**src/rtl/uart_pkg.sv**
```systemverilog
// uart_pkg: shared state encoding, parity constants and bit-timing helper for the UART transmitter
package uart_pkg;
  typedef enum logic [2:0] {IDLE, FETCH, LOAD, START, DATA, PARITY, STOP} tx_state_e;
  localparam logic PAR_EVEN = 1'b0;
  localparam logic PAR_ODD = 1'b1;
  function automatic int clks_per_bit(input int clk_freq, input int baud);
    return clk_freq / baud;
  endfunction
endpackage

```
**src/rtl/fifo_uart_tx_if.sv**
```systemverilog
// fifo_uart_tx_if: read port between the byte FIFO and its UART transmitter
interface fifo_uart_tx_if;
  logic fifo_rd;
  logic fifo_empty;
  logic [7:0] fifo_dout;
  modport master (output fifo_rd, input fifo_empty, input fifo_dout);
  modport slave (input fifo_rd, output fifo_empty, output fifo_dout);
endinterface

```
**src/rtl/uart_baud_gen.sv**
```systemverilog
// uart_baud_gen: bit-period counter; tick marks the last clock of each bit
module uart_baud_gen #(
  parameter int CLKS_PER_BIT = 10
) (
  input  logic clk,
  input  logic rst,
  input  logic restart,
  output logic tick
);
  localparam int W = $clog2(CLKS_PER_BIT);
  localparam logic [W-1:0] LAST = W'(CLKS_PER_BIT - 1);
  logic [W-1:0] cnt_q, cnt_d;
  always_comb begin
    tick = cnt_q == LAST;
    cnt_d = (restart || tick) ? '0 : cnt_q + 1'b1;
  end
  always_ff @(posedge clk or negedge rst) begin
    if (!rst) cnt_q <= '0;
    else cnt_q <= cnt_d;
  end
endmodule

```
**src/rtl/fifo_uart_tx.sv**
```systemverilog
// fifo_uart_tx: pops bytes from the FIFO and serialises them as UART frames
// (start, 8 data LSB-first, optional parity, 1 or 2 stop bits).
module fifo_uart_tx
  import uart_pkg::*;
#(
  parameter int CLK_FREQ   = 1_000_000,
  parameter int BAUD       = 100_000,
  parameter int PARITY_EN  = 0,
  parameter int PARITY_ODD = 0,
  parameter int STOP_BITS  = 1
) (
  input  logic                  clk,
  input  logic                  rst,
  input  logic                  en,
  fifo_uart_tx_if.master        fifo,
  output logic                  tx,
  output logic                  busy,
  output logic                  done
);
  localparam int CPB = clks_per_bit(CLK_FREQ, BAUD);
  localparam logic [2:0] STOP_LAST = 3'(STOP_BITS - 1);
  localparam logic PAR_SEL = (PARITY_ODD != 0) ? PAR_ODD : PAR_EVEN;
  if (CPB < 2) begin : g_cpb_chk
    $error("fifo_uart_tx: CLK_FREQ/BAUD must be at least 2");
  end
  if (STOP_BITS != 1 && STOP_BITS != 2) begin : g_stop_chk
    $error("fifo_uart_tx: STOP_BITS must be 1 or 2");
  end
  tx_state_e state_q, state_d;
  logic [7:0] shift_q, shift_d;
  logic [2:0] idx_q, idx_d;
  logic [1:0] rdy_q, rdy_d;
  logic tx_q, tx_d, par_q, par_d, done_q, done_d, tick;
  uart_baud_gen #(.CLKS_PER_BIT(CPB)) u_baud (
    .clk(clk),
    .rst(rst),
    .restart(state_q == LOAD),
    .tick(tick)
  );
  assign tx = tx_q;
  assign busy = state_q != IDLE;
  assign done = done_q;
  assign fifo.fifo_rd = (state_q == FETCH) && !fifo.fifo_empty;
  // idx_q counts data bits in DATA and stop bits in STOP
  always_comb begin
    state_d = state_q;
    tx_d = tx_q;
    shift_d = shift_q;
    par_d = par_q;
    idx_d = idx_q;
    done_d = 1'b0;
    rdy_d = {rdy_q[0], 1'b1};
    unique case (state_q)
      IDLE: state_d = (rdy_q[1] && en && !fifo.fifo_empty) ? FETCH : IDLE;
      FETCH: state_d = fifo.fifo_empty ? IDLE : LOAD;
      LOAD: begin
        shift_d = fifo.fifo_dout;
        par_d = (^fifo.fifo_dout) ^ PAR_SEL;
        tx_d = 1'b0;
        state_d = START;
      end
      START: if (tick) begin
        tx_d = shift_q[0];
        shift_d = shift_q >> 1;
        idx_d = '0;
        state_d = DATA;
      end
      DATA: if (tick) begin
        tx_d = (idx_q == 3'd7) ? ((PARITY_EN != 0) ? par_q : 1'b1) : shift_q[0];
        shift_d = shift_q >> 1;
        idx_d = (idx_q == 3'd7) ? 3'd0 : idx_q + 3'd1;
        state_d = (idx_q != 3'd7) ? DATA : (PARITY_EN != 0) ? PARITY : STOP;
      end
      PARITY: if (tick) begin
        tx_d = 1'b1;
        state_d = STOP;
      end
      STOP: if (tick) begin
        done_d = idx_q == STOP_LAST;
        idx_d = (idx_q == STOP_LAST) ? 3'd0 : idx_q + 3'd1;
        state_d = (idx_q != STOP_LAST) ? STOP : (en && !fifo.fifo_empty) ? FETCH : IDLE;
      end
      default: state_d = IDLE;
    endcase
  end
  always_ff @(posedge clk or negedge rst) begin
    if (!rst) begin
      state_q <= IDLE;
      tx_q <= 1'b1;
      shift_q <= '0;
      par_q <= 1'b0;
      idx_q <= '0;
      done_q <= 1'b0;
      rdy_q <= '0;
    end else begin
      state_q <= state_d;
      tx_q <= tx_d;
      shift_q <= shift_d;
      par_q <= par_d;
      idx_q <= idx_d;
      done_q <= done_d;
      rdy_q <= rdy_d;
    end
  end
endmodule

```
**src/flat_wrapper.sv**
```systemverilog
// flat-port wrapper written by rule: the top's interface ports become plain ports
module fifo_uart_tx_flat import uart_pkg::*;
#(
  parameter int CLK_FREQ   = 1_000_000,
  parameter int BAUD       = 100_000,
  parameter int PARITY_EN  = 0,
  parameter int PARITY_ODD = 0,
  parameter int STOP_BITS  = 1
)
  (clk, rst, en, tx, busy, done, fifo_fifo_rd, fifo_fifo_empty, fifo_fifo_dout);
  fifo_uart_tx_if fifo_i ();
  input  logic clk;
  input  logic rst;
  input  logic en;
  output logic tx;
  output logic busy;
  output logic done;
  output wire logic [$bits(fifo_i.fifo_rd)-1:0] fifo_fifo_rd;
  input wire logic [$bits(fifo_i.fifo_empty)-1:0] fifo_fifo_empty;
  input wire logic [$bits(fifo_i.fifo_dout)-1:0] fifo_fifo_dout;
  assign fifo_fifo_rd = fifo_i.fifo_rd;
  assign fifo_i.fifo_empty = fifo_fifo_empty;
  assign fifo_i.fifo_dout = fifo_fifo_dout;
  fifo_uart_tx #(.CLK_FREQ(CLK_FREQ), .BAUD(BAUD), .PARITY_EN(PARITY_EN), .PARITY_ODD(PARITY_ODD), .STOP_BITS(STOP_BITS)) u_core (.clk(clk), .rst(rst), .en(en), .fifo(fifo_i), .tx(tx), .busy(busy), .done(done));
endmodule
```
**config.mk**
```make
export PLATFORM = sky130hd
export DESIGN_NAME = fifo_uart_tx_flat
export DESIGN_NICKNAME = d
export VERILOG_FILES = /design/src/rtl/uart_pkg.sv /design/src/rtl/fifo_uart_tx_if.sv /design/src/rtl/uart_baud_gen.sv /design/src/rtl/fifo_uart_tx.sv /design/src/flat_wrapper.sv
export SDC_FILE = /design/constraint.sdc
export NUM_CORES = 1
export LEC_CHECK = 0
export CAP_MARGIN = 5
export CORE_ASPECT_RATIO = 0.7
export CORE_MARGIN = 8
export CORE_UTILIZATION = 50
export DETAILED_ROUTE_END_ITERATION = 6
export GPL_TIMING_DRIVEN = 0
export PLACE_DENSITY = 0.76
export RECOVER_POWER = 50
export SLEW_MARGIN = 10
export SYNTH_ARGS = -nofsm -noshare
export SYNTH_HDL_FRONTEND = slang
export SYNTH_SLANG_ARGS = --single-unit
```
**constraint.sdc**
```tcl
create_clock -name clk -period 1.9 [get_ports clk]
set_input_delay 0.38 -clock clk [delete_from_list [all_inputs] [get_ports clk]]
set_output_delay 0.38 -clock clk [all_outputs]
set_load 0.005 [all_outputs]
```
Yosys cells after proc, flatten, opt, wreduce, memory -nomap -nowiden
Index checks and enable logic that the tools add are counted.
{"block": "word_totals", "register_bits": 22, "in_bits": 12, "output_inout_bits": 4, "word_cells": 67}
{"block": "op_classes", "n_addsub": 2, "eq_ne": 14, "muxes": 26, "n_reduce_logical": 18}
{"operator": "3-bit 2-to-1 mux", "count": 10}
{"operator": "3-bit one-hot mux with 7 select lines", "count": 1}
{"operator": "8-bit one-hot mux with 2 select lines", "count": 1}
{"operator": "3-bit == test, second input constant", "count": 4}
{"operator": "4-bit AND reduction", "count": 3}
{"operator": "2-bit by 1-bit != test with 1-bit output, second input constant", "count": 5}
{"operator": "3-bit one-hot mux with 3 select lines", "count": 1}
{"operator": "3-bit nonzero test", "count": 3}
{"operator": "1-bit 2-to-1 mux", "count": 8}
{"operator": "8-bit 2-to-1 mux", "count": 1}
{"operator": "3-bit by 2-bit == test with 1-bit output, second input constant", "count": 2}
{"operator": "3-bit logical NOT", "count": 2}
{"operator": "4-bit by 1-bit adder with 4-bit output, second input constant", "count": 1}
{"operator": "4-bit == test, second input constant", "count": 1}
{"operator": "1-bit logical AND", "count": 4}
{"operator": "2-bit 2-to-1 mux", "count": 2}
{"operator": "4-bit 2-to-1 mux", "count": 1}
{"operator": "1-bit one-hot mux with 4 select lines", "count": 1}
{"operator": "4-bit nonzero test", "count": 1}
{"operator": "3-bit by 1-bit adder with 3-bit output, second input constant", "count": 1}
{"operator": "3-bit by 1-bit == test with 1-bit output, second input constant", "count": 1}
{"operator": "3-bit != test, second input constant", "count": 1}
{"operator": "2-bit AND reduction", "count": 1}
{"operator": "2-bit nonzero test", "count": 1}
{"operator": "3 further kinds", "count": 3}

Longest topological paths before layout
Gate-level depths: netlist of run 1.
{"block": "depth", "word_depth": 6, "mapped_depth": 7, "mapped_depth_nobuf": 6}

Modules after synthesis
A second synthesis of run 1 with hierarchy kept.
{"block": "unflattened", "hier_cells": 145, "area_unflattened_um2": 1351.3}
{"mod": "fifo_uart_tx", "n_inst": 1, "cells_each": 125, "area_per_inst_um2": 1147.4, "seq_area_each_um2": 451.7}
{"mod": "uart_baud_gen", "n_inst": 1, "cells_each": 20, "area_per_inst_um2": 203.9, "seq_area_each_um2": 100.1}

Least setup slack after synthesis of run 1
Ideal clock, no wire load.
{"block": "synth_timing", "path_kind": "register to register", "from": "register u_core.u_baud.cnt_q[0]", "to": "register u_core.shift_q[0]", "t_arrival_ps": 1629, "setup_slack_ps": 146, "stages_incl_launch_ff": 7, "synth_period_minus_slack_ps": 1754, "path_cell_list": "dfrtp_1 > ha_1 > and3b_1 > clkbuf_2 > and2_4 > a21oi_4 > mux2_2"}
{"block": "synth_via", "elab_chain_len": 3}
{"element": "start, declared", "line_no": "uart_baud_gen.sv:12", "rtl": "logic [W-1:0] cnt_q, cnt_d;"}
{"element": "start signal, assigned", "line_no": "uart_baud_gen.sv:19", "rtl": "else cnt_q <= cnt_d;"}
{"element": "4-bit == test", "line_no": "uart_baud_gen.sv:14", "rtl": "tick = cnt_q == LAST;"}
{"element": "2-bit by 1-bit != test with 1-bit output (no line)"}
{"element": "2-bit AND reduction (no line)"}
{"element": "end signal, assigned", "line_no": "fifo_uart_tx.sv:98", "rtl": "shift_q <= shift_d;"}
{"element": "end, declared", "line_no": "fifo_uart_tx.sv:30", "rtl": "logic [7:0] shift_q, shift_d;"}
Every way passes these cells.
A chain may end at the register's enable or synchronous reset.

Worst setup path in the final report of run 1
{"block": "layout_timing", "from": "register u_core.state_q[0]", "to": "output port fifo_fifo_rd"}
{"block": "layout_via", "elab_chain_len": 2}
{"element": "start, declared", "line_no": "fifo_uart_tx.sv:29", "rtl": "tx_state_e state_q, state_d;"}
{"element": "start signal, assigned", "line_no": "fifo_uart_tx.sv:96", "rtl": "state_q <= state_d;"}
{"element": "3-bit by 1-bit == test with 1-bit output", "line_no": "fifo_uart_tx.sv:43", "rtl": "assign fifo.fifo_rd = (state_q == FETCH) && !fifo.fifo_empty;"}
{"element": "1-bit logical AND", "line_no": "fifo_uart_tx.sv:43"}
{"element": "end, declared", "line_no": "flat_wrapper.sv:18", "rtl": "output wire logic [$bits(fifo_i.fifo_rd)-1:0] fifo_fifo_rd;"}
Every way passes these cells.

==> metrics.txt, run 1 <==
worst rel slew slack=0.343; Via Count=962; Initial Util=0.535; drt drc=0; Die ar.=4170 um2; final setup TNS=0 ns; Finished Core Util=0.696; Critical Path Source Type=flop; CTS tree=built; Critical Path Slowest Stage Cell=dfrtp_1; CTS Root Buffer Type=clkbuf_4; largest net degree at the start of global routing=23; worst setup path class=flop to primary output; Final Max Slew Viols=0; post-route ant nets=0; CTS Hold Bufs=0; Top delay family on crit path=buffers and inverters; Crit path arrival time=1.46 ns; first-pass GRT wire length=4160 um; Clk Latency, worst-skew pair=0.31 ns; post-route cell area=1520 um2; run status=finished, final reports clean; hold-critical path depth=0; # clock sinks=22; Layout Area Growth over Synthesis=30.1%; leakage dissipation=0.674 nW; R2R Path End=u_core.shift_q[3]; DRT Pass-1 Iters=4; Final Non-Filler Cells=170; VDD IR max=0.000822 V; dpl cells=156; Worst path depth=4; final clock skew=0.00462 ns; HPWL after DPL=1790 um; final worst slack=0.0619 ns; FMAX=0.544 GHz; WL final=2650 um; worst endpoint required time=1.52 ns; final antenna diode count=0; Critical Path Sink=fifo_fifo_rd; post-place setup slack=-0.230 ns; actual slew at the worst max-slew pin=0.982 ns; layout net count=156; core area=2190 um2; Hold Fails Final Rpt=0; worst hold slack=0.365 ns; worst reg2reg path depth=5; Syn Inst Count=109; Tcrit/Tclk final=0.967; top-area cell type share of the netlist area=0.449; Final min period=1.84 ns; Buf/Inv on CP=3; sequential area share after synthesis=0.471; initial antenna violation count=0; Placement Cell Area=1360 um2; syn_nets=126; Worst-path clk slew=0.12 ns; Area contributors post-synth=dfrtp_1, mux2_2, ha_1; post-synth cell types=38; count of state elements after synthesis=22; Iteration-0 DRC Markers=110; RSZ-0062 raised after global routing=yes; Yosys Warn Count=0; area leader, netlist=dfrtp_1; # setup viols final=0; H-tree depth=1; Ports=16; port bufs=15; number of synthesized flops with an enable pin=0; MaxCap Viol Count=0; Mapped Area=1170 um2; PwrDens=1360 nW/um2; Final GP Congestion=0.851; CP peak stage delay=0.40 ns; share of cells above drive strength 1=0.312; DIE WIDTH=73.8 um; crit end category=primary output; r2r setup slk=0.10 ns; reg-to-reg startpoint=u_core.u_baud.cnt_q[0]; Worst setup startpoint=u_core.state_q[0]; HP Class=flop to flop; grt ovf=0; number of vias per cell=5.66; TritonCTS Buffers=3; GRT Total Usage=0.126; CP cell instances=buf_6, clkinvlp_4, nor4_4, buf_2; vias in the first global route=936; async set-reset flop share out of synthesis=1.00; wire per inst=15.6 um; FP Rows=14; ys flop type=dfrtp_1; Avg Synthesized Cell Area=10.7 um2; Max Buffers Root-to-Sink=2; Die Y-Extent=56.5 um; Design Power=2.07 mW; Critical Path Fanout Max=6
## worst min path at each step
stage | from | end | slack (ns)
final | u_core.rdy_q[0] | u_core.rdy_q[1] | 0.37
after global routing | u_core.rdy_q[0] | u_core.rdy_q[1] | 0.38
after CTS | u_core.rdy_q[0] | u_core.rdy_q[1] | 0.37
after detailed placement | u_core.rdy_q[0] | u_core.rdy_q[1] | 0.34
after global placement | u_core.rdy_q[0] | u_core.rdy_q[1] | 0.33
after floorplan | rst | u_core.done | 0.08
## cell type report
class	count	area, um2
clock inverters	1	30.0
repair buffers	26	219
flip-flops and latches	22	554
inverters	5	22.5
well taps	32	40.0
plain buffers	3	30.0
fillers	163	666
multi-input cells	78	606
clock buffers	3	22.5
## state kept, by name, summed over array words and instances, names as in the netlist
signal,flops
u_core.idx_q,3
u_core.state_q,3
u_core.u_baud.cnt_q,4
u_core.tx,1
u_core.rdy_q,2
u_core.done,1
u_core.shift_q,8
## where the power goes
part	leakage [nW]	internal (mW)	switching, mW	total (mW)
registers	0.266	0.631	0.0948	0.726
clock network	0.0279	0.213	0.145	0.358
logic	0.381	0.525	0.458	0.983
## timing repair
item	in CTS	in global routing
gates resized for setup	13	7
buffers inserted	4	7
pin swaps	1	2
setup endpoints to repair	9	9
## per-layer routing
layer / vias up / GRT usage / routed length, um
met5: - / 0 / 0
met4: 0 / 0.0113 / 29
met2: 39 / 0.207 / 1250
met1: 467 / 0.152 / 1160
li1: 449 / - / -
met3: 7 / 0.0566 / 212
## cells in the mapped netlist (all sizes together), types with 2 or more instances
cell,count
a21oi,7
a31oi,2
and3b,3
clkbuf,3
dfrtp,21
ha,5
inv,5
mux2,14
nand2,8
nand2b,2
nor2,8
nor3,2
nor4,2
o21ai,6
## layout by cell type, fill, tap and decap left out, types with 2 or more instances in the layout
cell             netlist  final
and3b_1                3      3
clkbuf_2               1      2
o21ai_0                6      6
a21oi_4                1      2
nand2b_1               2      2
clkbuf_4               0      4
buf_4                  0      9
a21oi_1                5      5
dfrtp_2                0      2
a31oi_1                2      2
clkdlybuf4s50_1        0     12
ha_1                   5      5
mux2_2                14     14
nand2_1                8      8
nor3_1                 2      2
dfrtp_1               21     19
inv_1                  5      4
nor2_1                 8      8
## cell families after synthesis
| group | share of synthesized area |
|---|---|
| other | 0.00320 |
| buffers and inverters | 0.0310 |
| flip-flops | 0.471 |
| AND/OR/NAND/NOR | 0.145 |
| multiplexers | 0.135 |
| AO/OA/AOI/OAI | 0.146 |
| adder cells (fa/ha/maj) | 0.0534 |
| XOR/XNOR | 0.0150 |
(Power assumes the default switching activity.)
==> inputs of run 2 (changes only) <==
--- a/config.mk
+++ b/config.mk
@@ -7,7 +7,7 @@
 export LEC_CHECK = 0
 export CAP_MARGIN = 5
 export CORE_ASPECT_RATIO = 0.7
-export CORE_MARGIN = 8
+export CORE_MARGIN = 2
 export CORE_UTILIZATION = 50
 export DETAILED_ROUTE_END_ITERATION = 6
 export GPL_TIMING_DRIVEN = 0
==> metrics.txt, run 2 (synthesis gave the netlist of run 1 again) <==
run status=finished, final reports clean (unchanged); PwrDens=1360 nW/um2 (about the same); final clock skew=0.00809 ns (was 0.00462 ns); leakage dissipation=0.665 nW (was 0.674 nW); H-tree depth=1 (unchanged); Final min period=1.81 ns (was 1.84 ns); Final GP Congestion=0.901 (was 0.851); FP Rows=14 (unchanged); Critical Path Source Type=flop (unchanged); CTS tree=built (unchanged); Critical Path Fanout Max=7 (was 6); largest net degree at the start of global routing=23 (unchanged); Max Buffers Root-to-Sink=2 (unchanged); Final Max Slew Viols=0 (unchanged); drt drc=0 (unchanged); final antenna diode count=0 (unchanged); RSZ-0062 raised after global routing=no (was yes); wire per inst=15.7 um (was 15.6 um); Via Count=931 (was 962); DRT Pass-1 Iters=5 (was 4); MaxCap Viol Count=0 (unchanged); Tcrit/Tclk final=0.952 (was 0.967); core area=2190 um2 (unchanged); number of vias per cell=5.64 (was 5.66); crit end category=flop (was primary output); layout net count=151 (was 156); port bufs=15 (unchanged); VDD IR max=0.000678 V (was 0.000822 V); Hold Fails Final Rpt=0 (unchanged); Die ar.=2750 um2 (was 4170 um2); final worst slack=0.0911 ns (was 0.0619 ns); largest registers=u_core.shift_q (8), u_core.u_baud.cnt_q (4) (unchanged); WL final=2580 um (was 2650 um); Design Power=2.03 mW (was 2.07 mW); FMAX=0.553 GHz (was 0.544 GHz); # setup viols final=0 (unchanged); worst rel slew slack=0.357 (was 0.343); Clk Latency, worst-skew pair=0.32 ns (was 0.31 ns); Layout Area Growth over Synthesis=27.1% (was 30.1%); Initial Util=0.535 (unchanged); TritonCTS Buffers=3 (unchanged); share of cells above drive strength 1=0.286 (was 0.312); Die Y-Extent=44.5 um (was 56.5 um); worst reg2reg path depth=5 (unchanged); Iteration-0 DRC Markers=55 (was 110); grt ovf=0 (unchanged); most frequent cells in the layout=dfrtp_1, mux2_2, clkdlybuf4s50_1 (unchanged); HP Class=flop to flop (unchanged); actual slew at the worst max-slew pin=0.962 ns (was 0.982 ns); post-route ant nets=0 (unchanged); most common cell after layout, fill and taps aside=dfrtp_1 (unchanged); CTS Root Buffer Type=clkbuf_4 (unchanged); worst endpoint required time=2.11 ns (was 1.52 ns); hold-critical path depth=0 (unchanged); post-place setup slack=-0.218 ns (was -0.230 ns); # clock sinks=22 (unchanged); worst setup path class=flop to flop (was flop to primary output); Worst-path clk slew=0.12 ns (about the same); max reg flops=8 (unchanged); vias in the first global route=924 (was 936); DIE WIDTH=61.8 um (was 73.8 um); GRT Total Usage=0.214 (was 0.126); Crit path arrival time=2.02 ns (was 1.46 ns); Largest Register=u_core.shift_q (unchanged); Ports=16 (unchanged); HPWL after DPL=1770 um (was 1790 um); first-pass GRT wire length=4260 um (was 4160 um); initial antenna violation count=0 (unchanged)
[run 2: cell count changes in the layout (fill, tap and decap cells not counted), sizes merged]
cell      delta
buf          -4
clkbuf       -1
clkinvlp     -1
inv          +1
[run 2: power breakdown]
group / switching [mW] / internal (mW) / total [mW]
registers: 0.103 / 0.632 / 0.734
logic: 0.445 / 0.490 / 0.934
clock network: 0.147 / 0.213 / 0.360
[run 2: what timing repair did]
item | 4_1_cts | 5_1_grt
hold buffers | 0 | 0
buffers inserted | 4 | 2
endpoints found under the setup margin | 9 | 9
pin swaps | 1 | 2
resized for setup | 14 | 5
[run 2: final timing paths]
check,start,to,slack (ns)
setup reg to reg,u_core.state_q[1],u_core.shift_q[2],0.09
hold / removal,u_core.rdy_q[0],u_core.rdy_q[1],0.37
min in group asynchronous,rst,u_core.idx_q[1],0.65
max in group asynchronous,rst,u_core.state_q[1],0.60
hold reg to reg,u_core.rdy_q[0],u_core.rdy_q[1],0.37
setup / recovery,u_core.state_q[1],u_core.shift_q[2],0.09
[run 2: layout make-up]
cell class,count,area (um2)
Buffer,3,28.8
Clock buffer,3,22.5
Clock inverter,1,30.0
Fill cell,174,701
Inverter,5,18.8
Multi-Input combinational cell,78,609
Sequential cell,22,554
Tap cell,32,40.0
Timing Repair Buffer,21,185
[run 2: per-stage QoR]
step,util,setup TNS [ns],instances,area (um2),hold WS (ns)
6_report,0.680,0,165,1490,0.371
5_1_grt,0.680,0,165,1490,0.379
4_1_cts,0.675,0,164,1480,0.374
3_5_place_dp,0.622,-0.318,156,1360,0.346
3_3_place_gp,0.622,-0.189,156,1360,0.333
2_1_floorplan,-,0,109,1170,0.0844
[run 2: per-layer routing]
layer	part of all wire	GRT usage	up-vias
met4	0.0062	0.0383	0
met3	0.058	0.0643	4
met2	0.50	0.354	35
met1	0.44	0.281	455
met5	0	0	-
li1	-	-	437
[run 2: critical path, cell delays in order (launching register included)]
cell and delay (ns):
dfrtp_2 0.43, buf_4 0.17, and3b_1 0.22, a21oi_4 0.25, mux2_2 0.37, mux2_4 0.27
==> inputs of run 3 (changes only) <==
--- a/config.mk
+++ b/config.mk
@@ -5,13 +5,14 @@
 export SDC_FILE = /design/constraint.sdc
 export NUM_CORES = 1
 export LEC_CHECK = 0
+export ABC_CLOCK_PERIOD_IN_PS = 1900
 export CAP_MARGIN = 5
 export CORE_ASPECT_RATIO = 0.7
 export CORE_MARGIN = 2
 export CORE_UTILIZATION = 50
 export DETAILED_ROUTE_END_ITERATION = 6
 export GPL_TIMING_DRIVEN = 0
-export PLACE_DENSITY = 0.76
+export PLACE_DENSITY = 0.86
 export RECOVER_POWER = 50
 export SLEW_MARGIN = 10
 export SYNTH_ARGS = -nofsm -noshare
==> metrics.txt, run 3 (synthesis gave the netlist of run 1 again) <==
run status=finished, final reports clean (unchanged); Worst-path clk slew=0.12 ns (about the same); Finished Core Util=0.679 (was 0.680); actual slew at the worst max-slew pin=0.953 ns (was 0.962 ns); leakage dissipation=0.657 nW (was 0.665 nW); Fill cells=161 (was 174); wire per inst=15.5 um (was 15.7 um); most frequent cells in the layout=dfrtp_1, mux2_2, clkdlybuf4s50_1 (unchanged); worst setup path class=flop to primary output (was flop to flop); Buf/Inv on CP=2 (was 1); Die ar.=2750 um2 (unchanged); VDD IR max=0.000883 V (was 0.000678 V); Final min period=1.84 ns (was 1.81 ns); share of cells above drive strength 1=0.280 (was 0.286); CP peak stage delay=0.43 ns (about the same); Initial Util=0.535 (unchanged); Critical Path Fanout Max=5 (was 7); Critical Path Slowest Stage Cell=dfrtp_1 (was dfrtp_2); Reg area=553 um2 (was 554 um2); Via Count=927 (was 931); Ports=16 (unchanged); WL final=2540 um (was 2580 um); Largest Register=u_core.shift_q (unchanged); drt drc=0 (unchanged); Top delay family on crit path=buffers and inverters (was multiplexers); worst hold slack=0.366 ns (was 0.371 ns); Iteration-0 DRC Markers=51 (was 55); FP Rows=14 (unchanged); initial antenna violation count=0 (unchanged); first-pass GRT wire length=4080 um (was 4260 um); final clock skew=0.00693 ns (was 0.00809 ns); Hold Fails Final Rpt=0 (unchanged); CTS tree=built (unchanged); HPWL after DPL=1740 um (was 1770 um); Layout Area Growth over Synthesis=27.0% (was 27.1%); number of vias per cell=5.65 (was 5.64); GRT Total Usage=0.208 (was 0.214); most common cell after layout, fill and taps aside=dfrtp_1 (unchanged); Placement Cell Area=1360 um2 (unchanged); CTS Root Buffer Type=clkbuf_4 (unchanged); core area=2190 um2 (unchanged); # clock sinks=22 (unchanged); Tcrit/Tclk final=0.967 (was 0.952); Crit path arrival time=1.46 ns (was 2.02 ns); TritonCTS Buffers=3 (unchanged); port bufs=15 (unchanged); multi-input logic area=607 um2 (was 609 um2); Max Buffers Root-to-Sink=2 (unchanged); worst endpoint required time=1.52 ns (was 2.11 ns); layout net count=150 (was 151); crit end category=primary output (was flop); worst rel slew slack=0.362 (was 0.357); MaxCap Viol Count=0 (unchanged); HP Class=flop to flop (unchanged); vias in the first global route=839 (was 924); DRT Pass-1 Iters=4 (was 5); post-route ant nets=0 (unchanged); DIE WIDTH=61.8 um (unchanged); Final Max Slew Viols=0 (unchanged); grt ovf=0 (unchanged); # setup viols final=0 (unchanged); post-route cell area=1490 um2 (about the same); largest registers=u_core.shift_q (8), u_core.u_baud.cnt_q (4) (unchanged); PwrDens=1370 nW/um2 (was 1360 nW/um2); Clk Latency, worst-skew pair=0.31 ns (was 0.32 ns); Critical Path Source Type=flop (unchanged); CP cell instances=buf_4, nor4_4, clkdlybuf4s15_2 (was buf_4, and3b_1, a21oi_4, mux2_2, mux2_4); final antenna diode count=0 (unchanged); largest net degree at the start of global routing=23 (unchanged); Final GP Congestion=0.880 (was 0.901); H-tree depth=1 (unchanged); max reg flops=8 (unchanged); RSZ-0062 raised after global routing=yes (was no); FMAX=0.544 GHz (was 0.553 GHz); Die Y-Extent=44.5 um (unchanged)
==> run 3: cell types whose count changed in the layout (fill, tap and decap cells not counted) <==
cell / delta
and3b_1: -1
and3b_2: +1
buf_4: -2
buf_6: +1
clkbuf_2: -1
clkdlybuf4s15_2: +1
dfrtp_1: +1
dfrtp_2: -1
mux2_2: +1
mux2_4: -1
==> run 3: timing repair <==
item / CTS / global route
endpoints found under the setup margin: 9 / 9
gates resized for setup: 14 / 4
hold buffers: 0 / 0
pin swaps: 1 / 2
gates cloned: 0 / 0
setup buffers: 4 / 1
==> run 3: routing by layer <==
| metal | track usage | routed length, um |
|---|---|---|
| met5 | 0 | 0 |
| met2 | 0.324 | 1170 |
| met3 | 0.0614 | 188 |
| met4 | 0.0511 | 36 |
| met1 | 0.285 | 1140 |
==> run 3: worst reg2reg max path, cell delays in order, from the launching register on <==
cell and delay [ns]:
dfrtp_2 0.44, buf_4 0.16, and3b_1 0.23, a21oi_4 0.25, mux2_2 0.38, mux2_2 0.26
==> run 3: final cells by class <==
cell class / instances / share of cell area
tap: 32 / 0.0269
sequential: 22 / 0.372
clock buffer: 3 / 0.0151
multi-input combinational: 78 / 0.408
clock inverter: 1 / 0.0202
inverter: 5 / 0.0126
buffer: 3 / 0.0219
timing repair buffer: 20 / 0.124
==> run 3: through the flow <==
stage          setup WS [ns]  instances  power (mW)  setup TNS (ns)
3_5_place_dp          -0.101        156        1.55          -0.208
3_3_place_gp          -0.174        156        1.49          -0.174
4_1_cts              0.00596        164        2.00               0
6_report              0.0618        164        2.04               0
2_1_floorplan          0.146        109        1.33               0
5_1_grt              -0.0142        164        2.18         -0.0142
==> run 3: report_power, final <==
group,leakage [nW],switching (mW),internal (mW)
logic,0.361,0.444,0.495
clock network,0.0279,0.150,0.213
registers,0.267,0.103,0.631
total,0.657,0.697,1.34
==> run 3: path summary, 6_finish.rpt <==
path | startpoint | to | slack (ns) | depth (start not counted)
min | u_core.rdy_q[0] | u_core.rdy_q[1] | 0.37 | 0
max in group asynchronous | rst | u_core.state_q[1] | 0.62 | 1
max | u_core.state_q[2] | fifo_fifo_rd | 0.06 | 3
min in group asynchronous | rst | u_core.done | 0.64 | 1
min reg2reg | u_core.rdy_q[0] | u_core.rdy_q[1] | 0.37 | 0
max reg2reg | u_core.state_q[1] | u_core.shift_q[2] | 0.08 | 5
